`config.mk`:
```
export PLATFORM = sky130hd
export DESIGN_NAME = mem_spi_arbiter_flat
export DESIGN_NICKNAME = d
export VERILOG_FILES = /design/src/rtl/mem_spi_arbiter_if.sv /design/src/rtl/mem_spi_arbiter.sv /design/src/flat_wrapper.sv
export SDC_FILE = /design/constraint.sdc
export NUM_CORES = 1
export LEC_CHECK = 0
export ABC_CLOCK_PERIOD_IN_PS = 3300
export CAP_MARGIN = 25
export CORE_MARGIN = 2
export CORE_UTILIZATION = 44
export DETAILED_ROUTE_END_ITERATION = 6
export GPL_ROUTABILITY_DRIVEN = 0
export PLACE_DENSITY = 0.86
export SLEW_MARGIN = 20
export SYNTH_ARGS = -nofsm -noshare
export SYNTH_HDL_FRONTEND = slang
export SYNTH_SLANG_ARGS = --single-unit
```
`constraint.sdc`:
```
create_clock -name clk -period 3.3 [get_ports clk]
set_input_delay 0.33 -clock clk [delete_from_list [all_inputs] [get_ports clk]]
set_output_delay 0.33 -clock clk [all_outputs]
set_load 0.01 [all_outputs]
```
`src/rtl/mem_spi_arbiter_if.sv`:
```
// rtl/mem_spi_arbiter_if.sv - requester-side and controller-side signals of the SPI arbiter
interface mem_spi_arbiter_if #(
  parameter int NUM_REQ = 2
);
  logic [NUM_REQ-1:0]   in_req;
  logic [NUM_REQ-1:0]   in_rw;
  logic [NUM_REQ-1:0]   in_tx_valid;
  logic [8*NUM_REQ-1:0] in_tx_data;
  logic [NUM_REQ-1:0]   in_rx_ready;
  logic [NUM_REQ-1:0]   out_gnt;
  logic [NUM_REQ-1:0]   out_tx_ready;
  logic [NUM_REQ-1:0]   out_rx_valid;
  logic [7:0]           out_rx_data;
  logic [NUM_REQ-1:0]   out_done;
  logic                 out_timeout;
  logic                 out_spi_start;
  logic                 out_spi_r_w;
  logic                 out_spi_tx_valid;
  logic [7:0]           out_spi_tx_data;
  logic                 out_spi_rx_ready;
  logic                 in_spi_tx_ready;
  logic                 in_spi_rx_valid;
  logic [7:0]           in_spi_rx_data;
  logic                 in_spi_done;

  modport slave (
    input  in_req, in_rw, in_tx_valid, in_tx_data, in_rx_ready,
    input  in_spi_tx_ready, in_spi_rx_valid, in_spi_rx_data, in_spi_done,
    output out_gnt, out_tx_ready, out_rx_valid, out_rx_data, out_done, out_timeout,
    output out_spi_start, out_spi_r_w, out_spi_tx_valid, out_spi_tx_data, out_spi_rx_ready
  );

  modport master (
    output in_req, in_rw, in_tx_valid, in_tx_data, in_rx_ready,
    output in_spi_tx_ready, in_spi_rx_valid, in_spi_rx_data, in_spi_done,
    input  out_gnt, out_tx_ready, out_rx_valid, out_rx_data, out_done, out_timeout,
    input  out_spi_start, out_spi_r_w, out_spi_tx_valid, out_spi_tx_data, out_spi_rx_ready
  );
endinterface

```
`src/rtl/mem_spi_arbiter.sv`:
```
// rtl/mem_spi_arbiter.sv - round-robin owner of the shared SPI controller, held per transaction
module mem_spi_arbiter #(
  parameter int NUM_REQ     = 2,
  parameter int TIMEOUT_CYC = 4096
) (
  input  logic              clk,
  input  logic              rst,
  mem_spi_arbiter_if.slave  bus
);
  localparam int IDX_W = (NUM_REQ > 2) ? 2 : 1;
  localparam int WD_W  = (TIMEOUT_CYC > 2) ? $clog2(TIMEOUT_CYC) : 1;
  localparam logic [WD_W-1:0]  WD_LAST = WD_W'((TIMEOUT_CYC > 0) ? TIMEOUT_CYC - 1 : 0);
  localparam logic [IDX_W-1:0] IDX_MAX = IDX_W'(NUM_REQ - 1);

  typedef enum logic [1:0] {IDLE, START, BUSY, GAP} state_t;

  state_t             state, state_nxt;
  logic [NUM_REQ-1:0] gnt, gnt_nxt;
  logic [IDX_W-1:0]   last_idx, last_nxt;
  logic               r_w, rw_nxt;
  logic [WD_W-1:0]    wd_cnt, wd_nxt;
  logic               timeout, tmo_nxt;

  logic [IDX_W-1:0]   cand, win_idx;
  logic               win_found;

  // Scan starts just after the last winner so every requester gets a turn.
  always_comb begin
    win_found = 1'b0;
    win_idx   = last_idx;
    cand      = last_idx;
    for (int k = 0; k < NUM_REQ; k++) begin
      cand = (cand == IDX_MAX) ? '0 : cand + IDX_W'(1);
      if (!win_found && bus.in_req[cand]) begin
        win_found = 1'b1;
        win_idx   = cand;
      end
    end
  end

  always_ff @(posedge clk) begin
    if (rst) begin
      state    <= IDLE;
      gnt      <= '0;
      last_idx <= IDX_MAX;
      r_w      <= 1'b0;
      wd_cnt   <= '0;
      timeout  <= 1'b0;
    end else begin
      state    <= state_nxt;
      gnt      <= gnt_nxt;
      last_idx <= last_nxt;
      r_w      <= rw_nxt;
      wd_cnt   <= wd_nxt;
      timeout  <= tmo_nxt;
    end
  end

  always_comb begin
    state_nxt = state;
    gnt_nxt   = gnt;
    last_nxt  = last_idx;
    rw_nxt    = r_w;
    wd_nxt    = wd_cnt;
    tmo_nxt   = timeout;
    case (state)
      IDLE: begin
        if (win_found) begin
          state_nxt = START;
          gnt_nxt   = NUM_REQ'(1) << win_idx;
          last_nxt  = win_idx;
          rw_nxt    = bus.in_rw[win_idx];
          wd_nxt    = '0;
        end
      end
      START: begin
        if (bus.in_spi_done) begin
          state_nxt = GAP;
          gnt_nxt   = '0;
        end else begin
          state_nxt = BUSY;
        end
      end
      BUSY: begin
        if (bus.in_spi_done) begin
          state_nxt = GAP;
          gnt_nxt   = '0;
        end else if (TIMEOUT_CYC != 0 && wd_cnt == WD_LAST) begin
          state_nxt = GAP;
          gnt_nxt   = '0;
          tmo_nxt   = 1'b1;
        end else begin
          wd_nxt = wd_cnt + WD_W'(1);
        end
      end
      GAP: begin
        state_nxt = IDLE;
      end
      default: begin
        state_nxt = IDLE;
        gnt_nxt   = '0;
      end
    endcase
  end

  logic       active;
  logic       sel_txv, sel_rxr;
  logic [7:0] sel_txd;

  assign active = (state == START) || (state == BUSY);

  // gnt is one-hot, so OR-ing the gated lanes acts as the owner mux.
  always_comb begin
    sel_txv = 1'b0;
    sel_rxr = 1'b0;
    sel_txd = '0;
    for (int i = 0; i < NUM_REQ; i++) begin
      if (gnt[i]) begin
        sel_txv = sel_txv | bus.in_tx_valid[i];
        sel_rxr = sel_rxr | bus.in_rx_ready[i];
        sel_txd = sel_txd | bus.in_tx_data[8*i +: 8];
      end
    end
  end

  assign bus.out_gnt          = gnt;
  assign bus.out_spi_start    = (state == START);
  assign bus.out_spi_r_w      = r_w;
  assign bus.out_timeout      = timeout;
  assign bus.out_spi_tx_valid = active & sel_txv;
  assign bus.out_spi_tx_data  = active ? sel_txd : 8'h00;
  assign bus.out_spi_rx_ready = active & sel_rxr;
  assign bus.out_rx_data      = active ? bus.in_spi_rx_data : 8'h00;
  assign bus.out_tx_ready     = {NUM_REQ{active & bus.in_spi_tx_ready}} & gnt;
  assign bus.out_rx_valid     = {NUM_REQ{active & bus.in_spi_rx_valid}} & gnt;
  assign bus.out_done         = {NUM_REQ{active & bus.in_spi_done}} & gnt;
endmodule

```
`src/flat_wrapper.sv`:
```
// flat-port wrapper written by rule: the top's interface ports become plain ports
module mem_spi_arbiter_flat 
#(
  parameter int NUM_REQ     = 2,
  parameter int TIMEOUT_CYC = 4096
)
  (clk, rst, bus_in_req, bus_in_rw, bus_in_tx_valid, bus_in_tx_data, bus_in_rx_ready, bus_in_spi_tx_ready, bus_in_spi_rx_valid, bus_in_spi_rx_data, bus_in_spi_done, bus_out_gnt, bus_out_tx_ready, bus_out_rx_valid, bus_out_rx_data, bus_out_done, bus_out_timeout, bus_out_spi_start, bus_out_spi_r_w, bus_out_spi_tx_valid, bus_out_spi_tx_data, bus_out_spi_rx_ready);
  mem_spi_arbiter_if #(.NUM_REQ(NUM_REQ)) bus_i ();
  input  logic clk;
  input  logic rst;
  input wire logic [$bits(bus_i.in_req)-1:0] bus_in_req;
  input wire logic [$bits(bus_i.in_rw)-1:0] bus_in_rw;
  input wire logic [$bits(bus_i.in_tx_valid)-1:0] bus_in_tx_valid;
  input wire logic [$bits(bus_i.in_tx_data)-1:0] bus_in_tx_data;
  input wire logic [$bits(bus_i.in_rx_ready)-1:0] bus_in_rx_ready;
  input wire logic [$bits(bus_i.in_spi_tx_ready)-1:0] bus_in_spi_tx_ready;
  input wire logic [$bits(bus_i.in_spi_rx_valid)-1:0] bus_in_spi_rx_valid;
  input wire logic [$bits(bus_i.in_spi_rx_data)-1:0] bus_in_spi_rx_data;
  input wire logic [$bits(bus_i.in_spi_done)-1:0] bus_in_spi_done;
  output wire logic [$bits(bus_i.out_gnt)-1:0] bus_out_gnt;
  output wire logic [$bits(bus_i.out_tx_ready)-1:0] bus_out_tx_ready;
  output wire logic [$bits(bus_i.out_rx_valid)-1:0] bus_out_rx_valid;
  output wire logic [$bits(bus_i.out_rx_data)-1:0] bus_out_rx_data;
  output wire logic [$bits(bus_i.out_done)-1:0] bus_out_done;
  output wire logic [$bits(bus_i.out_timeout)-1:0] bus_out_timeout;
  output wire logic [$bits(bus_i.out_spi_start)-1:0] bus_out_spi_start;
  output wire logic [$bits(bus_i.out_spi_r_w)-1:0] bus_out_spi_r_w;
  output wire logic [$bits(bus_i.out_spi_tx_valid)-1:0] bus_out_spi_tx_valid;
  output wire logic [$bits(bus_i.out_spi_tx_data)-1:0] bus_out_spi_tx_data;
  output wire logic [$bits(bus_i.out_spi_rx_ready)-1:0] bus_out_spi_rx_ready;
  assign bus_i.in_req = bus_in_req;
  assign bus_i.in_rw = bus_in_rw;
  assign bus_i.in_tx_valid = bus_in_tx_valid;
  assign bus_i.in_tx_data = bus_in_tx_data;
  assign bus_i.in_rx_ready = bus_in_rx_ready;
  assign bus_i.in_spi_tx_ready = bus_in_spi_tx_ready;
  assign bus_i.in_spi_rx_valid = bus_in_spi_rx_valid;
  assign bus_i.in_spi_rx_data = bus_in_spi_rx_data;
  assign bus_i.in_spi_done = bus_in_spi_done;
  assign bus_out_gnt = bus_i.out_gnt;
  assign bus_out_tx_ready = bus_i.out_tx_ready;
  assign bus_out_rx_valid = bus_i.out_rx_valid;
  assign bus_out_rx_data = bus_i.out_rx_data;
  assign bus_out_done = bus_i.out_done;
  assign bus_out_timeout = bus_i.out_timeout;
  assign bus_out_spi_start = bus_i.out_spi_start;
  assign bus_out_spi_r_w = bus_i.out_spi_r_w;
  assign bus_out_spi_tx_valid = bus_i.out_spi_tx_valid;
  assign bus_out_spi_tx_data = bus_i.out_spi_tx_data;
  assign bus_out_spi_rx_ready = bus_i.out_spi_rx_ready;
  mem_spi_arbiter #(.NUM_REQ(NUM_REQ), .TIMEOUT_CYC(TIMEOUT_CYC)) u_core (.clk(clk), .rst(rst), .bus(bus_i));
endmodule
```
* Word level (Yosys, flattened, before mapping)
Cells that the tools add are included.
Word-level totals: word-level logic and storage cells 79, input port bits 37, register bits after elaboration 19, output and inout bits 29
Cells by class: bitwise operators 12, eq/ne operators 9, mux-type cells 34, add/sub/neg operators 3, reduce and logical (&&, ||, !) cells 11, shift operators 1, order comparisons 3
Operators by type and width (count):
- two-way mux 12 bit | 3
- two-way mux 8 bit | 4
- case mux 12 bit (2 select lines) | 1
- two-way mux 1 bit | 17
- two-way mux 2 bit | 7
- adder 12 x 1 -> 12 bit (second input constant) | 1
- == test 12 bit (second input constant) | 1
- OR 8 bit | 1
- case mux 2 bit (4 select lines) | 1
- AND reduction 4 bit | 2
- bitwise AND 2 bit | 3
- < comparator 1 x 2 -> 1 bit (second input constant) | 3
- inequality test 2 bit (second input constant) | 3
- case mux 2 bit (3 select lines) | 1
- bitwise AND 1 bit | 5
- == test 2 bit (second input constant) | 2
- AND reduction 2 bit | 2
- inequality test 3 x 2 -> 1 bit (second input constant) | 1
- AND reduction 3 bit | 1
- nonzero test 3 bit | 1
- adder 1 bit (second input constant) | 2
- == test 2 x 1 -> 1 bit (second input constant) | 1
- zero test 2 bit | 1
- inequality test 2 x 1 -> 1 bit (second input constant) | 1
- other kinds (7) | 8

* Longest topological paths before layout
depth after elaboration 11, depth in mapped cells 7, depth with buffers taken out 6

* Least setup slack after synthesis
No wires, ideal clock.
path type reg2reg, start reg u_core.state[0], end reg u_core.wd_cnt[11], stages on the path, launching flop included 8, path slack 1.390 ns, data arrival time 1.809 ns, buffers on the path 1, clock period less this slack 1.910 ns, library setup time 0.101 ns, data required time 3.199 ns, cells stage by stage dfxtp_1 inv_1 ha_1 clkbuf_2 inv_1 nor3_1 nand3_1 o41ai_1
On the way: word-level cells in the longest chain between the ends 3, elaborated cells between the ends (all ways) 8, classes of those cells eq/ne (4); mux (1); reduce/logical (3)
Ends and longest elaborated chain:
- start: declaration | RTL line mem_spi_arbiter.sv:17 | state_t state, state_nxt;
- start signal: assignment | RTL line mem_spi_arbiter.sv:50 | state <= state_nxt;
- == test 2 bit / zero test 2 bit (equally long branches) | RTL line mem_spi_arbiter.sv:66 | case (state)
- inequality test 2 bit (no source line) (tied with other cells)
- AND reduction 4 bit (no source line)
- end signal: assignment | RTL line mem_spi_arbiter.sv:54 | wd_cnt <= wd_nxt;
- end: declaration | RTL line mem_spi_arbiter.sv:21 | logic [WD_W-1:0] wd_cnt, wd_nxt;
Several ways; a longest one is shown, not always the timed one. A chain may end at the register's enable or synchronous reset.

* Worst setup path after layout
start reg u_core.state[1], end out bus_out_rx_valid[1]
On the way: word-level cells in the longest chain between the ends 4, elaborated cells between the ends (all ways) 5, classes of those cells eq/ne (2); bitwise (2); reduce/logical (1)
Ends and longest elaborated chain:
- == test 2 x 1 -> 1 bit / == test 2 bit (equally long branches) | RTL line mem_spi_arbiter.sv:110 | assign active = (state == START) || (state == BUSY);
- logical OR 1 bit * | RTL line mem_spi_arbiter.sv:110
- bitwise AND 1 bit * | RTL line mem_spi_arbiter.sv:135 | assign bus.out_rx_valid = {NUM_REQ{active & bus.in_spi_rx_valid}} & gnt;
- bitwise AND 2 bit * | RTL line mem_spi_arbiter.sv:135
- end: declaration | RTL line flat_wrapper.sv:22 | output wire logic [$bits(bus_i.out_rx_valid)-1:0] bus_out_rx_valid;
Every way passes the cells marked *; elsewhere a longest branch is shown, timed or not.

==> summary.txt <==
CLOCKING
-------------------------------------------------------------------------------------------
Clock root buffer                                                              sky130_fd_sc_hd__clkbuf_4
Clk sink count                                                                           19
Hold buffer count at CTS                                                                  0
Post-cts gate resize count                                                                0
Clock insertion delay at the later pin of the skew report                           0.31 ns
Number of clock buffers inserted by TritonCTS                                             3
Clock slew at reported path FFs                                                     0.11 ns
H-tree depth reported by CTS                                                              1
Post-CTS Repair Setup Buffers                                                             0
CTS tree                                                                               done
Maximum root-to-sink buffer count                                                         2

PWR
-------------------------------------------------------------------------------------------
Leakage component of the power                                                     0.737 nW
Areal power density over the cells                                               618 mW/mm²
Worst IR Drop VDD                                                                  0.516 mV

ROUTING
-------------------------------------------------------------------------------------------
1st-pass router iterations                                                                4
Wire per inst                                                                       14.4 µm
Remaining DRCs                                                                            0
Number of design-rule violations left by the first detailed-router iteration             76
Detailed-route via count                                                               1547
Vias per inst                                                                          5.65
Remaining antenna violation count                                                         0
DRT Wirelength                                                                      3.95 mm

TIMING
-------------------------------------------------------------------------------------------
Max Freq                                                                            377 MHz
Slew Viols, Final                                                                         0
Fin Clk Skew                                                                     0.00940 ns
Time the worst path needs with I/O delays and setup                                 2.65 ns
Unrepaired setup endpoints after global routing                                       false
Setup violators final                                                                     0
Post-Route Hold Slack                                                              0.517 ns
Normalized max-slew margin                                                            44.4%
Actual slew at the worst max-slew pin                                              0.827 ns
Final cycle utilization of the critical path                                          80.4%
Final hold violation count                                                                0
TNS Setup                                                                              0 ns

SYNTHESIS
-------------------------------------------------------------------------------------------
Post-synth EDFFs                                                                          0
Post-synthesis instance area                                                    0.00138 mm²
Number of different library cells in the post-synthesis netlist                          47
Post-synthesis area per instance                                                   8.09 µm²
Fraction of registers with async set/reset                                               0%
Share of the yosys chip area belonging to registers                                   27.5%
Post-synthesis register bit count                                                        19
Predominant post-synthesis flop cell                                           sky130_fd_sc_hd__dfxtp_1
Nets in the synthesized netlist                                                         214
Synth Instances                                                                         171
Synth warn                                                                                0

FLOORPLAN
-------------------------------------------------------------------------------------------
Starting density of the core                                                          45.7%
Num ports                                                                                66
Total core area                                                                 0.00303 mm²
Horizontal extent of the die                                                        60.1 µm
Core Rows                                                                                20
Die height                                                                          60.1 µm
DIE AREA                                                                        0.00361 mm²

WORST HOLD PATH
-------------------------------------------------------------------------------------------
Min-delay src                                                                  u_core.bus.out_timeout$_SDFFE_PP0P_
Path type of the worst min-delay path                                            reg -> reg

LAYOUT
-------------------------------------------------------------------------------------------
Layout cell share with drive strength beyond 1                                        4.35%
Fillers                                                                                 266
Layout net count                                                                        274
Post-route core utilization                                                           68.7%
Area added between synthesis and finish                                               50.4%
Number of antenna diodes                                                                  0

SETUP PATH
-------------------------------------------------------------------------------------------
Setup Crit Path Kind                                                             reg -> out
Type of element capturing the critical path                                    primary output
CP max FO                                                                                27
Required time of the critical path                                                  2.97 ns
Critical path startpoint                                                       u_core.state[1]$_SDFFE_PP0P_
Sum of buffers and inverters on the critical path                                         2
Nature of the critical path startpoint                                            flip-flop
Crit-path leading delay family                                                  adder cells
Cell with the largest stage delay on the worst path                            sky130_fd_sc_hd__ha_1
Data arrival, critical path                                                         2.32 ns
Critical path's largest stage delay                                                 0.69 ns
Cell breakdown of the critical path                                            inv_1 -> ha_1 -> and3_1 -> clkdlybuf4s50_1
Reg-to-reg critical path startpoint                                            u_core.state[0]$_SDFFE_PP0P_

GRT
-------------------------------------------------------------------------------------------
Sum of overflow across all layers after global routing                                    0
Global-route usage over all layers                                                    23.3%
Number of global-route vias before repair                                              1399
Number of antenna violations at the first check in global routing                         0
Maximum number of pins on one net before global-route repair                             28
Global-route wire length before repair                                              6.45 mm

RUN STATUS
-------------------------------------------------------------------------------------------
Run status                                                                     finished clean

PLACED DESIGN
-------------------------------------------------------------------------------------------
Number of port buffers                                                                   65
Detailed placer's ending HPWL                                                       3.03 mm

JOB
-------------------------------------------------------------------------------------------
Maximum Capacitance Violations                                                            0

cells in the final DEF (no fill, tap or decap), drive strengths merged, types with 2 or more instances in the layout:
cell type,Yosys,layout
and2,8,8
nor2,4,4
o31ai,6,6
a21oi,9,9
a311oi,4,4
nor3,2,2
and4,2,2
nand2b,2,2
a22oi,10,10
a31oi,6,6
nand2,8,8
inv,7,7
o311ai,3,3
and3,10,10
o21ai,5,5
nor2b,12,12
dfxtp,19,19
nand4,3,3
a211oi,2,2
ha,6,6
nand3,6,6
clkbuf,10,3
nand3b,3,3
clkdlybuf4s50,0,65
a41oi,2,2
or3,2,2
o32ai,2,2
worst min-delay path, stage by stage (launching register included):
cell and delay [ns]:
sky130_fd_sc_hd__dfxtp_1 0.36, sky130_fd_sc_hd__a41oi_1 0.05, sky130_fd_sc_hd__nor2_1 0.08
final timing paths:
path	endpoint	slack (ns)	cells after the start
worst max register to register	u_core.wd_cnt[11]$_SDFFE_PP0P_	0.93	6
worst min register to register	u_core.bus.out_timeout$_SDFFE_PP0P_	0.52	2
worst min-delay path	u_core.bus.out_timeout$_SDFFE_PP0P_	0.52	2
worst max-delay path	bus_out_rx_valid[1]	0.65	4
through the flow:
| stage | power, W | cells | cell area [µm²] | worst slack (ns) |
|---|---|---|---|---|
| global route | 0.00138 | 274 | 2080 | 0.520 |
| finish | 0.00129 | 274 | 2080 | 0.648 |
| detailed placement | 0.00117 | 270 | 2050 | 0.977 |
| global placement | 0.00116 | 270 | 2050 | 1.04 |
| floorplan | 0.000816 | 171 | 1380 | 1.39 |
| CTS | 0.00129 | 274 | 2080 | 0.639 |
logic make-up after synthesis:
| kind of cell | after synthesis | synth area share [%] |
|---|---|---|
| AND/OR/NAND/NOR | 69 | 31.1 |
| adder cells (fa/ha/maj) | 6 | 5.43 |
| flip-flops | 19 | 27.5 |
| multiplexers | 1 | 0.724 |
| AO/OA/AOI/OAI | 58 | 30.1 |
| buffers and inverters | 18 | 5.07 |
state kept, by name (all words and copies together), names as in the netlist:
name and flops:
u_core.bus.out_gnt 2, u_core.bus.out_timeout 1, u_core.bus.out_spi_r_w 1, u_core.last_idx 1
u_core.state 2, u_core.wd_cnt 12
synthesized netlist by cell type, drive strengths merged, types with 2 or more instances:
master	number	area, µm²
o311ai	3	26.3
o31ai	6	45.0
a22oi	10	75.1
a31oi	6	37.5
a41oi	2	17.5
a211oi	2	15.0
inv	7	26.3
ha	6	75.1
nand2b	2	12.5
a21oi	9	45.0
and4	2	17.5
nand4	3	33.8
nor2b	12	75.1
clkbuf	10	38.8
a311oi	4	35.0
o32ai	2	17.5
dfxtp	19	380
nor2	4	15.0
and3	10	62.6
nor3	2	10.0
nand2	8	30.0
o21ai	5	25.0
nand3b	3	22.5
nand3	6	30.0
or3	2	12.5
and2	8	50.1
power breakdown:
group | leakage [nW] | switching [W] | internal (W)
combinational | 0.565 | 0.000398 | 0.000443
clock | 0.0177 | 0.0000747 | 0.0000453
sequential | 0.154 | 0.0000614 | 0.000263
total | 0.737 | 0.000534 | 0.000751
area by class of cell:
class / instances / area [µm²] / area share [%]
clock inverter: 1 / 5.00 / 0.241
sequential: 19 / 380 / 18.3
timing repair buffer: 66 / 658 / 31.6
tap: 44 / 55.1 / 2.65
multi-input combinational: 134 / 932 / 44.8
clock buffer: 3 / 22.5 / 1.08
inverter: 7 / 26.3 / 1.26
routing by layer:
layer | track usage, % | part of all wire, %
met5 | 0 | 0
met4 | 4.44 | 1.2
met3 | 5.41 | 5.2
met2 | 39.8 | 50
met1 | 29.8 | 43
Power figures use the tool's default switching activity.
